===== src/rtl/contador_hms_if.sv =====
// Bus between the clock divider / setting logic and the contador_hms time-of-day counter.
// The master drives the tick, run and load controls; the slave returns the BCD time, pulses and load status.
interface contador_hms_if;
  logic       tick_in;
  logic       run_en;
  logic       load_req;
  logic [7:0] set_hh;
  logic [7:0] set_mm;
  logic [7:0] set_ss;
  logic [7:0] hh_bcd;
  logic [7:0] mm_bcd;
  logic [7:0] ss_bcd;
  logic       sec_pulse;
  logic       min_pulse;
  logic       day_pulse;
  logic       load_err;

  modport master (
    output tick_in, run_en, load_req, set_hh, set_mm, set_ss,
    input  hh_bcd, mm_bcd, ss_bcd, sec_pulse, min_pulse, day_pulse, load_err
  );

  modport slave (
    input  tick_in, run_en, load_req, set_hh, set_mm, set_ss,
    output hh_bcd, mm_bcd, ss_bcd, sec_pulse, min_pulse, day_pulse, load_err
  );
endinterface


===== src/rtl/contador_hms.sv =====
// Packed-BCD hh:mm:ss time-of-day counter advanced by divider ticks through a prescaler.
// Supports a validated time load with a sticky rejection flag.
module contador_hms #(
  parameter int unsigned TICKS_PER_SEC = 1
) (
  input  logic           clk_in,
  input  logic           rst,
  contador_hms_if.slave  bus
);

  localparam logic [7:0] PRE_MAX = 8'(TICKS_PER_SEC - 1);

  logic [7:0] hh_q, hh_d;
  logic [7:0] mm_q, mm_d;
  logic [7:0] ss_q, ss_d;
  logic [7:0] pre_q, pre_d;
  logic       sec_pulse_q, sec_pulse_d;
  logic       min_pulse_q, min_pulse_d;
  logic       day_pulse_q, day_pulse_d;
  logic       load_err_q, load_err_d;
  logic       accept_s;
  logic       load_ok_s;

  // Both digits must be decimal; with that guaranteed, BCD compares like binary.
  function automatic logic bcd_ok(input logic [7:0] v, input logic [7:0] max_v);
    return (v[7:4] <= 4'd9) && (v[3:0] <= 4'd9) && (v <= max_v);
  endfunction

  function automatic logic [7:0] bcd_inc(input logic [7:0] v);
    logic [7:0] r;
    if (v[3:0] == 4'd9) begin
      r = {v[7:4] + 4'd1, 4'd0};
    end else begin
      r = {v[7:4], v[3:0] + 4'd1};
    end
    return r;
  endfunction

  assign accept_s  = bus.tick_in & bus.run_en & ~bus.load_req;
  assign load_ok_s = bcd_ok(bus.set_hh, 8'h23) & bcd_ok(bus.set_mm, 8'h59) &
                     bcd_ok(bus.set_ss, 8'h59);

  // Next-state: load has priority over ticks; a tick coincident with a load is dropped.
  always_comb begin
    hh_d        = hh_q;
    mm_d        = mm_q;
    ss_d        = ss_q;
    pre_d       = pre_q;
    load_err_d  = load_err_q;
    sec_pulse_d = 1'b0;
    min_pulse_d = 1'b0;
    day_pulse_d = 1'b0;
    if (bus.load_req) begin
      if (load_ok_s) begin
        hh_d       = bus.set_hh;
        mm_d       = bus.set_mm;
        ss_d       = bus.set_ss;
        pre_d      = 8'd0;
        load_err_d = 1'b0;
      end else begin
        load_err_d = 1'b1;
      end
    end else if (accept_s) begin
      if (pre_q >= PRE_MAX) begin
        pre_d       = 8'd0;
        sec_pulse_d = 1'b1;
        if (ss_q == 8'h59) begin
          ss_d        = 8'h00;
          min_pulse_d = 1'b1;
          if (mm_q == 8'h59) begin
            mm_d = 8'h00;
            // Hours wrap at 23 rather than at a digit boundary.
            if (hh_q == 8'h23) begin
              hh_d        = 8'h00;
              day_pulse_d = 1'b1;
            end else begin
              hh_d = bcd_inc(hh_q);
            end
          end else begin
            mm_d = bcd_inc(mm_q);
          end
        end else begin
          ss_d = bcd_inc(ss_q);
        end
      end else begin
        pre_d = pre_q + 8'd1;
      end
    end else begin
      pre_d = pre_q;
    end
  end

  always_ff @(posedge clk_in or posedge rst) begin
    if (rst) begin
      hh_q        <= 8'h00;
      mm_q        <= 8'h00;
      ss_q        <= 8'h00;
      pre_q       <= 8'd0;
      sec_pulse_q <= 1'b0;
      min_pulse_q <= 1'b0;
      day_pulse_q <= 1'b0;
      load_err_q  <= 1'b0;
    end else begin
      hh_q        <= hh_d;
      mm_q        <= mm_d;
      ss_q        <= ss_d;
      pre_q       <= pre_d;
      sec_pulse_q <= sec_pulse_d;
      min_pulse_q <= min_pulse_d;
      day_pulse_q <= day_pulse_d;
      load_err_q  <= load_err_d;
    end
  end

  assign bus.hh_bcd    = hh_q;
  assign bus.mm_bcd    = mm_q;
  assign bus.ss_bcd    = ss_q;
  assign bus.sec_pulse = sec_pulse_q;
  assign bus.min_pulse = min_pulse_q;
  assign bus.day_pulse = day_pulse_q;
  assign bus.load_err  = load_err_q;

endmodule


===== src/flat_wrapper.sv =====
// flat-port wrapper written by rule: the top's interface ports become plain ports
module contador_hms_flat 
#(
  parameter int unsigned TICKS_PER_SEC = 1
)
  (clk_in, rst, bus_tick_in, bus_run_en, bus_load_req, bus_set_hh, bus_set_mm, bus_set_ss, bus_hh_bcd, bus_mm_bcd, bus_ss_bcd, bus_sec_pulse, bus_min_pulse, bus_day_pulse, bus_load_err);
  contador_hms_if bus_i ();
  input  logic clk_in;
  input  logic rst;
  input wire logic [$bits(bus_i.tick_in)-1:0] bus_tick_in;
  input wire logic [$bits(bus_i.run_en)-1:0] bus_run_en;
  input wire logic [$bits(bus_i.load_req)-1:0] bus_load_req;
  input wire logic [$bits(bus_i.set_hh)-1:0] bus_set_hh;
  input wire logic [$bits(bus_i.set_mm)-1:0] bus_set_mm;
  input wire logic [$bits(bus_i.set_ss)-1:0] bus_set_ss;
  output wire logic [$bits(bus_i.hh_bcd)-1:0] bus_hh_bcd;
  output wire logic [$bits(bus_i.mm_bcd)-1:0] bus_mm_bcd;
  output wire logic [$bits(bus_i.ss_bcd)-1:0] bus_ss_bcd;
  output wire logic [$bits(bus_i.sec_pulse)-1:0] bus_sec_pulse;
  output wire logic [$bits(bus_i.min_pulse)-1:0] bus_min_pulse;
  output wire logic [$bits(bus_i.day_pulse)-1:0] bus_day_pulse;
  output wire logic [$bits(bus_i.load_err)-1:0] bus_load_err;
  assign bus_i.tick_in = bus_tick_in;
  assign bus_i.run_en = bus_run_en;
  assign bus_i.load_req = bus_load_req;
  assign bus_i.set_hh = bus_set_hh;
  assign bus_i.set_mm = bus_set_mm;
  assign bus_i.set_ss = bus_set_ss;
  assign bus_hh_bcd = bus_i.hh_bcd;
  assign bus_mm_bcd = bus_i.mm_bcd;
  assign bus_ss_bcd = bus_i.ss_bcd;
  assign bus_sec_pulse = bus_i.sec_pulse;
  assign bus_min_pulse = bus_i.min_pulse;
  assign bus_day_pulse = bus_i.day_pulse;
  assign bus_load_err = bus_i.load_err;
  contador_hms #(.TICKS_PER_SEC(TICKS_PER_SEC)) u_core (.clk_in(clk_in), .rst(rst), .bus(bus_i));
endmodule

===== config.mk =====
export PLATFORM = sky130hd
export DESIGN_NAME = contador_hms_flat
export DESIGN_NICKNAME = d
export VERILOG_FILES = /design/src/rtl/contador_hms_if.sv /design/src/rtl/contador_hms.sv /design/src/flat_wrapper.sv
export SDC_FILE = /design/constraint.sdc
export NUM_CORES = 1
export LEC_CHECK = 0
export ABC_AREA = 1
export BUFFER_PORTS_ARGS = -buffer_cell sky130_fd_sc_hd__buf_4
export CAP_MARGIN = 40
export CORE_AREA = 2 2 69 71
export CTS_CLUSTER_SIZE = 30
export DETAILED_ROUTE_END_ITERATION = 7
export DIE_AREA = 0 0 71 73
export PLACE_DENSITY = 0.78
export SYNTH_ARGS = -nofsm -noshare
export SYNTH_HDL_FRONTEND = slang
export SYNTH_SLANG_ARGS = --single-unit

===== constraint.sdc =====
create_clock -name clk_in -period 1.95 [get_ports clk_in]
set_clock_uncertainty 0.15 [all_clocks]
set_input_delay 0.39 -clock clk_in [delete_from_list [all_inputs] [get_ports clk_in]]
set_output_delay 0.39 -clock clk_in [all_outputs]
set_load 0.1 [all_outputs]

==> flow_metrics.py <==
metrics = {
    "clock_network": {
        "clkTransAtPathRegs_ns": 0.10,
        "htree_levels": 1,
        "post_cts_buffers": 0,
        "cts_buffers": 3,
        "clockBufferDepth": 2,
        "cts_sinks": 28,
        "cts_tree": "done",
        "cts-root-buf": "clkbuf_8",
        "clk-insertion-delay-late_ns": 0.28,
    },
    "logic_synthesis": {
        "yosys_register_bits": 28,
        "async_flop_share": 1.00,
        "syn_nets": 308,
        "synth_ff_type": "dfrtp_1",
        "yosysSeqAreaShare": 0.355,
        "synthCells": 271,
        "yosys_warnings": 0,
        "ys_types": 32,
        "synth.top_cell.area_share": 0.355,
        "synth_area_um2": 1970,
        "synth-edff-count": 0,
        "syn_avg_cell_area_um2": 7.28,
        "synthTopCellsByArea": "dfrtp_1 36%, nand2_1 16%, o21ai_0 5.8%",
        "synth_area_leader_cell": "dfrtp_1",
    },
    "die": {
        "die_x_um": 71,
        "start_util": 0.435,
        "coreArea_um2": 4540,
        "die_height_um": 73,
        "die-area_um2": 5180,
        "io_pins": 57,
        "rows": 25,
    },
    "critical_path": {
        "cp_slowest_cell": "dfrtp_4",
        "path_class": "reg -> reg",
        "path_cells": "ha_1 > inv_1 > nor2_1 > nand3_1 > nand2_2 > nand2_1 > clkinv_2 > nand4_4 > nand2_1 > nand2_1",
        "cpMostUsedCell": "nand2_1",
        "max_stage_delay_ns": 0.52,
        "crit_family": "simple AND/OR/NAND/NOR gates",
        "cp.buffers_inverters": 2,
        "cp-start-kind": "flip-flop",
        "endpoint_kind": "flip-flop",
        "required_ns": 2.02,
        "cp_data_arrival_time_ns": 1.81,
        "crit_fanout": 6,
    },
    "timing": {
        "slew_headroom": 0.745,
        "finalMaxSlewViolations": 0,
        "rsz0062_at_grt": "false",
        "post-route-period-util": 0.892,
        "fmax_mhz": 575,
        "hold_viol_final": 0,
        "fin_crit_ns": 1.74,
        "finalSetupTns_ns": 0,
        "worst_slew_pin_slew_ns": 0.382,
        "finalSetupViolations": 0,
    },
    "power": {
        "power_leakage_nw": 1.28,
        "power.switching_mw": 1.50,
        "pwr-share-clk": 0.136,
        "power_density_nw_per_um2": 1080,
        "combPwrFrac": 0.546,
        "worst_ir_drop_vdd_v": 0.000766,
        "switching_share": 0.545,
        "p_int_mw": 1.25,
        "seq_power_share": 0.318,
    },
    "detailed_routing": {
        "totalWireLength_mm": 4.96,
        "via_per_inst": 5.07,
        "first_pass_iters": 4,
        "drt_iter0_markers": 145,
        "drc": 0,
        "detail-route-antenna-nets": 0,
        "via_count": 1940,
        "wl_per_cell_um": 12.9,
    },
    "global_route": {
        "met1_usage": 0.281,
        "grt_pass1_wl_mm": 8.61,
        "overflow": 0,
        "antenna_found_initial": 0,
        "grt_util_met2": 0.354,
        "grt_pass1_vias": 1850,
        "grt_usage": 0.207,
        "grt_max_degree": 29,
        "busiest_layer": "met2",
        "use_met3": 0.0221,
    },
    "job": {
        "max-cap-violations": 0,
    },
    "placement": {
        "gp_congestion": 0.900,
        "dp_hpwl_mm": 3.83,
        "io_buffers": 56,
    },
    "run_status": {
        "status": "finished, final reports clean",
    },
    "finish": {
        "final_cell_mix": "85 x nand2_1, 59 x buf_4, 27 x inv_1",
        "diodes": 0,
        "final_layout_size_suffix_gt1_frac": 0.343,
        "area_growth_pct": 29.2,
        "post-route-util": 0.562,
        "final_common_cell": "nand2_1",
        "nNetsFinal": 367,
    },
    "hold_path": {
        "hp-class": "in -> async",
    },
}
[area by class of cell]
class | count | area, um^2
sequential | 28 | 733
tap | 54 | 67.6
timing repair buffer | 60 | 463
clock buffer | 4 | 55.1
multi-input combinational | 204 | 1110
fill | 424 | 1990
inverter | 33 | 125
[final timing paths]
| check | startpoint | endpoint | slack, ns | depth (start not counted) |
|---|---|---|---|---|
| max | u_core.bus.hh_bcd[0] | u_core.bus.hh_bcd[4] | 0.21 | 10 |
| min reg2reg | u_core.bus.load_err | u_core.bus.load_err | 0.37 | 2 |
| max in group asynchronous | rst | u_core.bus.hh_bcd[1] | 1.31 | 3 |
| min in group clk_in | bus_tick_in | u_core.bus.sec_pulse | 0.26 | 3 |
| max reg2reg | u_core.bus.hh_bcd[0] | u_core.bus.hh_bcd[4] | 0.21 | 10 |
| min | rst | u_core.bus.mm_bcd[7] | 0.03 | 3 |
[worst min-delay path, cell delays in order]
cell,delay [ns]
buf_4,0.11
inv_1,0.04
buf_4,0.34
[logic make-up (layout without fill, tap and decap cells)]
kind of cell / count (synthesis) / after routing / share of synthesized area
buffers and inverters: 39 / 97 / 0.0869
DFF: 28 / 28 / 0.355
xor gates and xnor gates: 10 / 10 / 0.0444
AOI/OAI and AO/OA: 36 / 36 / 0.112
adders and majority gates: 8 / 8 / 0.0507
and+or+nand+nor: 150 / 150 / 0.351
[sequential cells by signal, indices dropped and copies added (netlist names)]
name	count
u_core.bus.day_pulse	1
u_core.bus.hh_bcd	8
u_core.bus.load_err	1
u_core.bus.min_pulse	1
u_core.bus.mm_bcd	8
u_core.bus.sec_pulse	1
u_core.bus.ss_bcd	8
[cells in the mapped netlist (2+ instances only)]
library cell and count:
xor2_1 5, inv_2 5, nor2_4 3, a21oi_2 2, buf_4 4, nand3b_1 2
o21ai_2 3, a21oi_1 3, nor2_1 21, o21ai_0 23, inv_1 27, xnor2_1 5
dfrtp_1 28, nand2_1 86, nand2_2 4, ha_1 8, nand4_1 7, nand3_1 21
[repair_timing]
item / 4_1_cts / 5_1_grt
resized for setup: 0 / 2
hold buffers: 0 / 0
endpoints found under the setup margin: 0 / 4
[power by group through the flow]
stage	clock, mW	sequential [mW]	combinational (mW)
final	0.374	0.876	1.50
after detailed placement	0	0.884	1.50
after floorplan	0	1.66	0.373
after CTS	0.379	0.872	1.50
after global placement	0	0.879	1.48
after global routing	0.403	0.900	1.60
[routing by layer]
metal  wire length [um]  share of wire  vias to the layer above
li1                   -              -                      987
met1               2230           0.45                      893
met2               2430           0.49                       54
met3                235          0.047                        6
met4                 53          0.011                        0
met5                  0              0                        -
[stage by stage]
| stage | setup slack, ns | instances | total power, mW | area (um^2) | hold WS, ns |
|---|---|---|---|---|---|
| 5_1_grt | 0.00720 | 383 | 2.90 | 2550 | 0.0657 |
| 4_1_cts | 0.152 | 383 | 2.76 | 2540 | 0.0359 |
| 2_1_floorplan | 0.00226 | 271 | 2.03 | 2010 | 0.304 |
| 3_5_place_dp | 0.134 | 379 | 2.38 | 2490 | 0.343 |
| 6_report | 0.210 | 383 | 2.75 | 2550 | 0.0298 |
| 3_3_place_gp | 0.168 | 379 | 2.36 | 2490 | 0.340 |
(Power assumes the default switching activity.)
